`src/rtl/lcd_ctrl_param_if.sv`:
```
// Host-side write port and status/LCD pins of the character LCD controller.
// The controller takes the slave modport; the host or driver takes the master one.
interface lcd_ctrl_param_if #(
    parameter int ADDR_W = 5
);
    logic              wr_en;
    logic [ADDR_W-1:0] wr_addr;
    logic [7:0]        wr_data;
    logic              refresh_req;
    logic              init_done;
    logic              busy;
    logic [3:0]        dataout;
    logic [2:0]        control;

    modport master (
        output wr_en, wr_addr, wr_data, refresh_req,
        input  init_done, busy, dataout, control
    );

    modport slave (
        input  wr_en, wr_addr, wr_data, refresh_req,
        output init_done, busy, dataout, control
    );
endinterface

```
`src/rtl/lcd_ctrl_param.sv`:
```
// HD44780-style 4-bit LCD controller: power-on init, config, then mirrors a ROWS x COLS buffer.
// Define LCD_CGRAM_LOAD_EN to load a custom glyph 0 into CGRAM before init_done.
module lcd_ctrl_param #(
    parameter int COLS         = 16,
    parameter int ROWS         = 2,
    parameter int T_POR        = 750000,
    parameter int T_INIT_LONG  = 205000,
    parameter int T_INIT_SHORT = 2000,
    parameter int T_SETUP      = 2,
    parameter int T_E          = 12,
    parameter int T_NIB        = 50,
    parameter int T_CMD        = 2000,
    parameter int T_CLR        = 82000
) (
    input  logic             clk,
    input  logic             rst,
    lcd_ctrl_param_if.slave  bus
);
    localparam int N      = ROWS * COLS;
    localparam int ADDR_W = $clog2(N);
    localparam int COL_W  = $clog2(COLS);

    function automatic int max2(input int a, input int b);
        return (a > b) ? a : b;
    endfunction

    localparam int T_MAX = max2(max2(max2(T_POR, T_INIT_LONG), max2(T_INIT_SHORT, T_SETUP)),
                                max2(max2(T_E, T_NIB), max2(T_CMD, T_CLR)));
    localparam int CNT_W = ($clog2(T_MAX + 1) > 20) ? $clog2(T_MAX + 1) : 20;

    typedef logic [CNT_W-1:0] cnt_t;

    typedef enum logic [3:0] {
        S_POR, S_INIT, S_CFG, S_CGRAM, S_IDLE, S_SETADDR, S_DATA, S_NEXTROW
    } state_t;

    // Sub-phases of one nibble/byte transfer on the LCD bus.
    typedef enum logic [2:0] {
        P_IDLE, P_SETUP, P_E, P_HOLD, P_GAP, P_WAIT
    } phase_t;

    localparam logic [ADDR_W:0] N_W = (ADDR_W + 1)'(N);

    function automatic logic [7:0] cfg_byte(input logic [1:0] i);
        case (i)
            2'd0:    return 8'h28;
            2'd1:    return 8'h06;
            2'd2:    return 8'h0C;
            default: return 8'h01;
        endcase
    endfunction

    function automatic logic [7:0] row_base(input logic [1:0] r);
        case (r)
            2'd0:    return 8'h00;
            2'd1:    return 8'h40;
            2'd2:    return 8'h14;
            default: return 8'h54;
        endcase
    endfunction

`ifdef LCD_CGRAM_LOAD_EN
    function automatic logic [7:0] glyph(input logic [2:0] i);
        case (i)
            3'd0:    return 8'h0C;
            3'd1:    return 8'h0E;
            3'd2:    return 8'h04;
            3'd3:    return 8'h1F;
            3'd4:    return 8'h04;
            3'd5:    return 8'h0A;
            3'd6:    return 8'h1B;
            default: return 8'h00;
        endcase
    endfunction
`endif

    state_t            state_q, state_d;
    phase_t            phase_q, phase_d;
    cnt_t              cnt_q, cnt_d;
    logic [3:0]        step_q, step_d;
    logic [COL_W-1:0]  col_q, col_d;
    logic [1:0]        row_q, row_d;
    logic [ADDR_W-1:0] rd_idx_q, rd_idx_d;
    logic [7:0]        byte_q, byte_d;
    logic              rs_q, rs_d;
    logic              lo_q, lo_d;
    logic              single_q, single_d;
    logic              dirty_q, dirty_d;
    logic              init_done_q, init_done_d;
    logic [7:0]        buf_q [N];

    logic       wr_ok;
    logic       done;
    logic       launch, l_rs, l_single, l_data;
    logic [7:0] l_byte;
    cnt_t       wait_len;

    assign wr_ok = bus.wr_en && ({1'b0, bus.wr_addr} < N_W);

    // NOTE: every variable gets a default before the case logic so no latch is inferred.
    always_comb begin
        state_d     = state_q;
        phase_d     = phase_q;
        cnt_d       = cnt_q;
        step_d      = step_q;
        col_d       = col_q;
        row_d       = row_q;
        rd_idx_d    = rd_idx_q;
        byte_d      = byte_q;
        rs_d        = rs_q;
        lo_d        = lo_q;
        single_d    = single_q;
        dirty_d     = dirty_q;
        init_done_d = init_done_q;
        done        = 1'b0;
        launch      = 1'b0;
        l_rs        = 1'b0;
        l_single    = 1'b0;
        l_data      = 1'b0;
        l_byte      = 8'h00;

        if (single_q)
            wait_len = (step_q < 4'd2) ? cnt_t'(T_INIT_LONG - 1) : cnt_t'(T_INIT_SHORT - 1);
        else
            wait_len = (byte_q == 8'h01 && !rs_q) ? cnt_t'(T_CLR - 1) : cnt_t'(T_CMD - 1);

        if (cnt_q != '0) begin
            if (phase_q != P_IDLE || state_q == S_POR)
                cnt_d = cnt_q - 1'b1;
        end else begin
            case (phase_q)
                P_SETUP: begin phase_d = P_E;    cnt_d = cnt_t'(T_E - 1);     end
                P_E:     begin phase_d = P_HOLD; cnt_d = cnt_t'(T_SETUP - 1); end
                P_HOLD: begin
                    if (single_q || lo_q) begin
                        phase_d = P_WAIT;
                        cnt_d   = wait_len;
                    end else begin
                        phase_d = P_GAP;
                        cnt_d   = cnt_t'(T_NIB - 1);
                    end
                end
                P_GAP:   begin phase_d = P_SETUP; lo_d = 1'b1; cnt_d = cnt_t'(T_SETUP - 1); end
                P_WAIT:  begin phase_d = P_IDLE;  done = 1'b1; end
                default: ;
            endcase
        end

        case (state_q)
            S_POR: begin
                if (cnt_q == '0) begin
                    state_d  = S_INIT;
                    step_d   = 4'd0;
                    launch   = 1'b1;
                    l_single = 1'b1;
                    l_byte   = 8'h30;
                end
            end
            S_INIT: begin
                if (done) begin
                    launch = 1'b1;
                    if (step_q == 4'd3) begin
                        state_d = S_CFG;
                        step_d  = 4'd0;
                        l_byte  = cfg_byte(2'd0);
                    end else begin
                        step_d   = step_q + 4'd1;
                        l_single = 1'b1;
                        l_byte   = (step_q == 4'd2) ? 8'h20 : 8'h30;
                    end
                end
            end
            S_CFG: begin
                if (done) begin
                    if (step_q == 4'd3) begin
`ifdef LCD_CGRAM_LOAD_EN
                        state_d = S_CGRAM;
                        step_d  = 4'd0;
                        launch  = 1'b1;
                        l_byte  = 8'h40;
`else
                        state_d     = S_IDLE;
                        init_done_d = 1'b1;
`endif
                    end else begin
                        step_d = step_q + 4'd1;
                        launch = 1'b1;
                        l_byte = cfg_byte(step_q[1:0] + 2'd1);
                    end
                end
            end
`ifdef LCD_CGRAM_LOAD_EN
            S_CGRAM: begin
                if (done) begin
                    if (step_q == 4'd8) begin
                        state_d     = S_IDLE;
                        init_done_d = 1'b1;
                    end else begin
                        step_d = step_q + 4'd1;
                        launch = 1'b1;
                        l_rs   = 1'b1;
                        l_byte = glyph(step_q[2:0]);
                    end
                end
            end
`endif
            S_IDLE: begin
                if (dirty_q || bus.refresh_req) begin
                    state_d  = S_SETADDR;
                    dirty_d  = 1'b0;
                    row_d    = 2'd0;
                    col_d    = '0;
                    rd_idx_d = '0;
                    launch   = 1'b1;
                    l_byte   = 8'h80;
                end
            end
            S_SETADDR: begin
                if (done) begin
                    state_d = S_DATA;
                    launch  = 1'b1;
                    l_data  = 1'b1;
                end
            end
            S_DATA: begin
                if (done) begin
                    rd_idx_d = rd_idx_q + 1'b1;
                    if (col_q == COL_W'(COLS - 1)) begin
                        col_d = '0;
                        if (row_q == 2'(ROWS - 1)) begin
                            state_d = S_IDLE;
                        end else begin
                            state_d = S_NEXTROW;
                            row_d   = row_q + 2'd1;
                        end
                    end else begin
                        col_d  = col_q + 1'b1;
                        launch = 1'b1;
                        l_data = 1'b1;
                    end
                end
            end
            S_NEXTROW: begin
                state_d = S_SETADDR;
                launch  = 1'b1;
                l_byte  = 8'h80 | row_base(row_q);
            end
            default: state_d = S_POR;
        endcase

        if (state_q != S_IDLE && bus.refresh_req)
            dirty_d = 1'b1;
        if (wr_ok)
            dirty_d = 1'b1;

        // Characters are sampled from the buffer at the start of their own byte write.
        if (launch) begin
            phase_d  = P_SETUP;
            cnt_d    = cnt_t'(T_SETUP - 1);
            lo_d     = 1'b0;
            single_d = l_single;
            rs_d     = l_rs || l_data;
            byte_d   = l_data ? buf_q[rd_idx_d] : l_byte;
        end
    end

    // NOTE: the character buffer is reset explicitly because the panel must show spaces after reset.
    always_ff @(posedge clk) begin
        if (rst) begin
            state_q     <= S_POR;
            phase_q     <= P_IDLE;
            cnt_q       <= cnt_t'(T_POR - 1);
            step_q      <= '0;
            col_q       <= '0;
            row_q       <= '0;
            rd_idx_q    <= '0;
            byte_q      <= '0;
            rs_q        <= 1'b0;
            lo_q        <= 1'b0;
            single_q    <= 1'b0;
            dirty_q     <= 1'b1;
            init_done_q <= 1'b0;
            for (int i = 0; i < N; i++)
                buf_q[i] <= 8'h20;
        end else begin
            state_q     <= state_d;
            phase_q     <= phase_d;
            cnt_q       <= cnt_d;
            step_q      <= step_d;
            col_q       <= col_d;
            row_q       <= row_d;
            rd_idx_q    <= rd_idx_d;
            byte_q      <= byte_d;
            rs_q        <= rs_d;
            lo_q        <= lo_d;
            single_q    <= single_d;
            dirty_q     <= dirty_d;
            init_done_q <= init_done_d;
            if (wr_ok)
                buf_q[bus.wr_addr] <= bus.wr_data;
        end
    end

    logic drive;
    assign drive         = (phase_q == P_SETUP) || (phase_q == P_E) || (phase_q == P_HOLD);
    assign bus.dataout   = drive ? (lo_q ? byte_q[3:0] : byte_q[7:4]) : 4'h0;
    assign bus.control   = {phase_q == P_E, drive && rs_q, 1'b0};
    assign bus.busy      = (state_q != S_IDLE);
    assign bus.init_done = init_done_q;

endmodule

```
`src/flat_wrapper.sv`:
```
// flat-port wrapper written by rule: the top's interface ports become plain ports
module lcd_ctrl_param_flat 
#(
    parameter int COLS         = 16,
    parameter int ROWS         = 2,
    parameter int T_POR        = 750000,
    parameter int T_INIT_LONG  = 205000,
    parameter int T_INIT_SHORT = 2000,
    parameter int T_SETUP      = 2,
    parameter int T_E          = 12,
    parameter int T_NIB        = 50,
    parameter int T_CMD        = 2000,
    parameter int T_CLR        = 82000
)
  (clk, rst, bus_wr_en, bus_wr_addr, bus_wr_data, bus_refresh_req, bus_init_done, bus_busy, bus_dataout, bus_control);
  lcd_ctrl_param_if #(.ADDR_W(5)) bus_i ();
  input  logic clk;
  input  logic rst;
  input wire logic [$bits(bus_i.wr_en)-1:0] bus_wr_en;
  input wire logic [$bits(bus_i.wr_addr)-1:0] bus_wr_addr;
  input wire logic [$bits(bus_i.wr_data)-1:0] bus_wr_data;
  input wire logic [$bits(bus_i.refresh_req)-1:0] bus_refresh_req;
  output wire logic [$bits(bus_i.init_done)-1:0] bus_init_done;
  output wire logic [$bits(bus_i.busy)-1:0] bus_busy;
  output wire logic [$bits(bus_i.dataout)-1:0] bus_dataout;
  output wire logic [$bits(bus_i.control)-1:0] bus_control;
  assign bus_i.wr_en = bus_wr_en;
  assign bus_i.wr_addr = bus_wr_addr;
  assign bus_i.wr_data = bus_wr_data;
  assign bus_i.refresh_req = bus_refresh_req;
  assign bus_init_done = bus_i.init_done;
  assign bus_busy = bus_i.busy;
  assign bus_dataout = bus_i.dataout;
  assign bus_control = bus_i.control;
  lcd_ctrl_param #(.COLS(COLS), .ROWS(ROWS), .T_POR(T_POR), .T_INIT_LONG(T_INIT_LONG), .T_INIT_SHORT(T_INIT_SHORT), .T_SETUP(T_SETUP), .T_E(T_E), .T_NIB(T_NIB), .T_CMD(T_CMD), .T_CLR(T_CLR)) u_core (.clk(clk), .rst(rst), .bus(bus_i));
endmodule
```
`config.mk`:
```
export PLATFORM = sky130hd
export DESIGN_NAME = lcd_ctrl_param_flat
export DESIGN_NICKNAME = d
export VERILOG_FILES = /design/src/rtl/lcd_ctrl_param_if.sv /design/src/rtl/lcd_ctrl_param.sv /design/src/flat_wrapper.sv
export SDC_FILE = /design/constraint.sdc
export NUM_CORES = 1
export LEC_CHECK = 0
export CORE_UTILIZATION = 50
export DETAILED_ROUTE_END_ITERATION = 16
export PLACE_DENSITY = 0.7
export SLEW_MARGIN = 0
export SYNTH_ARGS = -nofsm -noshare
export SYNTH_HDL_FRONTEND = slang
export SYNTH_SLANG_ARGS = --single-unit
```
`constraint.sdc`:
```
create_clock -name clk -period 6.1 [get_ports clk]
set_input_delay 1.22 -clock clk [delete_from_list [all_inputs] [get_ports clk]]
set_output_delay 1.22 -clock clk [all_outputs]
set_load 0.005 [all_outputs]
```
==> run metrics <==
status=finished, final reports clean; synth warn=0; Post-Route WL=44.15 mm; worst slack, placed=1494 ps; worst endpoint required time=6570 ps; Slew Limit Fails=0; Reg power frac=0.519; dpl hpwl=28.48 mm; PortBufs=24; LEAKAGE=6.043 nW; io pins=26; root buffer cell=clkbuf_16; RSZ-0062 raised after global routing=no; design area=0.01716 mm2; internal power=3.651 mW; antenna viol nets, final=0; Sequential cell area=0.008768 mm2; Multi-input gate area=0.006390 mm2; Startpoint Class=flip-flop; post-route worst setup slack=1673 ps; Pwr Total=4.669 mW; first-pass GRT wire length=67.01 mm; Synth top area share=0.4888; RR Startpoint=u_core.state_q[2]; Reg2Reg Setup Slack=1670 ps; Final Hold Viols=0; f_max=225.9 MHz; share of cells above drive strength 1=0.08366; net switching power=1.018 mW; DR WL/cell=22.92 um; WHS Endpoint=u_core.col_q[1]; register area share after synthesis=0.5575; drt drc=0; Final setup viols=0; Pwr Density=272.1 mW/mm2; total CTS buffers=35; Commonest cells post-synth=edfxtp_1, and2_1, nand2_1; H-tree levels=2; worst slew pin tran=1246 ps; EDFF count, synth=256; core area=0.03075 mm2; fillers=2,643; Post-CTS Hold Buffers=0; most common cell in the netlist=edfxtp_1; final std cells w/o fill=1,926; Reg2Reg Depth=10; Setup Skew=15.61 ps; uppermost routed layer=met4; Via density=6.180; M1 WL=17.97 mm; placed insts=1,864; Critical Path End Type=flip-flop; number of global-route vias before repair=11,250; DRT iter0 DRCs=1,591; Post-CTS Resized=0; fin crit share=0.7257; DIE AREA=0.03217 mm2; Mapped Cells=1,531; clk sink count=310; hold path depth=2; worst-path fanout max=46; Gate power share=0.040; met2 WL=20.32 mm; Inserted Diodes=0; HP Class=flip-flop to flip-flop; clk buf depth=3; max_slew headroom=0.1615; Clock transition at path regs=60 ps; hold wc startpoint=u_core.col_q[1]; grt total ovfl=0; Synth Net Count=1,559; worst vdd ir=0.1754 mV; ranking of synthesized cells by area=edfxtp_1, and2_1, dfxtp_1, nand2_1, nand3_1; GPL Wtd Cong=0.9496; Most used DFF post-synth=edfxtp_1; Yosys top cell by area=edfxtp_1; synthesized area=0.01573 mm2; fin nets=1,533; setup bufs post-CTS=0; Post-synth ARST share=0; Switching Fraction=0.2179; Vias=11,900; largest net degree at the start of global routing=71; initial antenna violation count=0; Post-Place Cell Area=0.01606 mm2; reg-to-reg endpoint=u_core.byte_q[2]; die height=179.4 um; FP Rows=64; max capacitance violation total=0; Initial Util=0.5115; Clock power frac=0.441; Pre-antenna DRT Iters=8; CP arrival=4890 ps; synthesized area per cell=10.27 um2; All-Layer GR Usage=0.2798; final core occ=0.5580; Cell variety after synth=74; die width=179.4 um; Hold Slack=477.3 ps; total negative slack=0 ps; critical path type=flip-flop to flip-flop; worst skew pair latency=520 ps; DR WL met3=4.378 mm; flops & latches, synth=310; post-layout min period=4427 ps; CTS tree=yes; Layout area overhead=9.101%
[worst max-delay path: stages (launching register included)]
cell      delay, ps
dfxtp_1         690
nand3b_1        380
or4_4           630
o21ai_4         430
and2_2          910
buf_4           400
nand2_1         100
a311oi_1        360
a311oi_1        100
o21ai_1         200
a31o_1          160
[cells by family after synthesis]
group                      synth area share
other                             0.0002384
AOI/OAI and AO/OA                   0.09586
adders and majority gates          0.008751
buffers and inverters               0.03660
DFF                                  0.5575
and+or+nand+nor                      0.2724
muxes                               0.02196
xor gates and xnor gates           0.006683
[cell type report]
class	count	area share
inverter	12	0.002625
clock inverter	13	0.008750
timing repair buffer	44	0.02100
multi-input combinational	1102	0.3724
clock buffer	49	0.05534
tap	396	0.02888
sequential	310	0.5110
[how the worst max path moves through the flow]
stage | start | to | slack (ps)
floorplan | bus_refresh_req | u_core.byte_q[0] | 2840
global placement | bus_refresh_req | u_core.byte_q[1] | 1570
detailed placement | bus_refresh_req | u_core.byte_q[1] | 1490
CTS | u_core.state_q[2] | u_core.byte_q[2] | 1740
global route | u_core.state_q[2] | u_core.byte_q[0] | 1430
finish | u_core.state_q[2] | u_core.byte_q[2] | 1670
[power groups by stage]
stage	clock network [mW]	logic, mW	registers [mW]
floorplan	0	0.111	2.44
global placement	0	0.181	2.47
detailed placement	0	0.184	2.47
CTS	2.08	0.185	2.42
global route	2.16	0.200	2.43
finish	2.06	0.187	2.42
[state kept, by name, indices dropped and copies added (netlist names)]
register              flops
u_core.buf_q            256
u_core.cnt_q             20
u_core.byte_q             8
u_core.rd_idx_q           5
u_core.col_q              4
u_core.step_q             4
u_core.phase_q            3
u_core.state_q            3
u_core.row_q              2
u_core.bus.init_done      1
u_core.dirty_q            1
u_core.lo_q               1
u_core.rs_q               1
u_core.single_q           1
[layout by cell type (no fill, tap or decap), types with 13 or more instances in the layout]
cell type        count
or3_1               38
nor3_1              23
nor2_1             104
o21ai_0             41
clkbuf_1            13
a21oi_1             54
or2_2               37
mux2i_1             30
a31oi_1             26
clkbuf_16           36
and3_1              21
dfxtp_1             54
nand2_1            210
nand4_1             16
nand3_1             79
edfxtp_1           256
a211oi_1            23
buf_4               20
and2_1             228
clkdlybuf4s50_1     18
[per-layer routing]
| layer | up-vias | track usage |
|---|---|---|
| li1 | 5428 | - |
| met4 | 0 | 0.1082 |
| met2 | 638 | 0.4402 |
| met5 | - | 0 |
| met3 | 96 | 0.06245 |
| met1 | 5741 | 0.3772 |
Note: power is estimated with default switching activity, not from simulation.
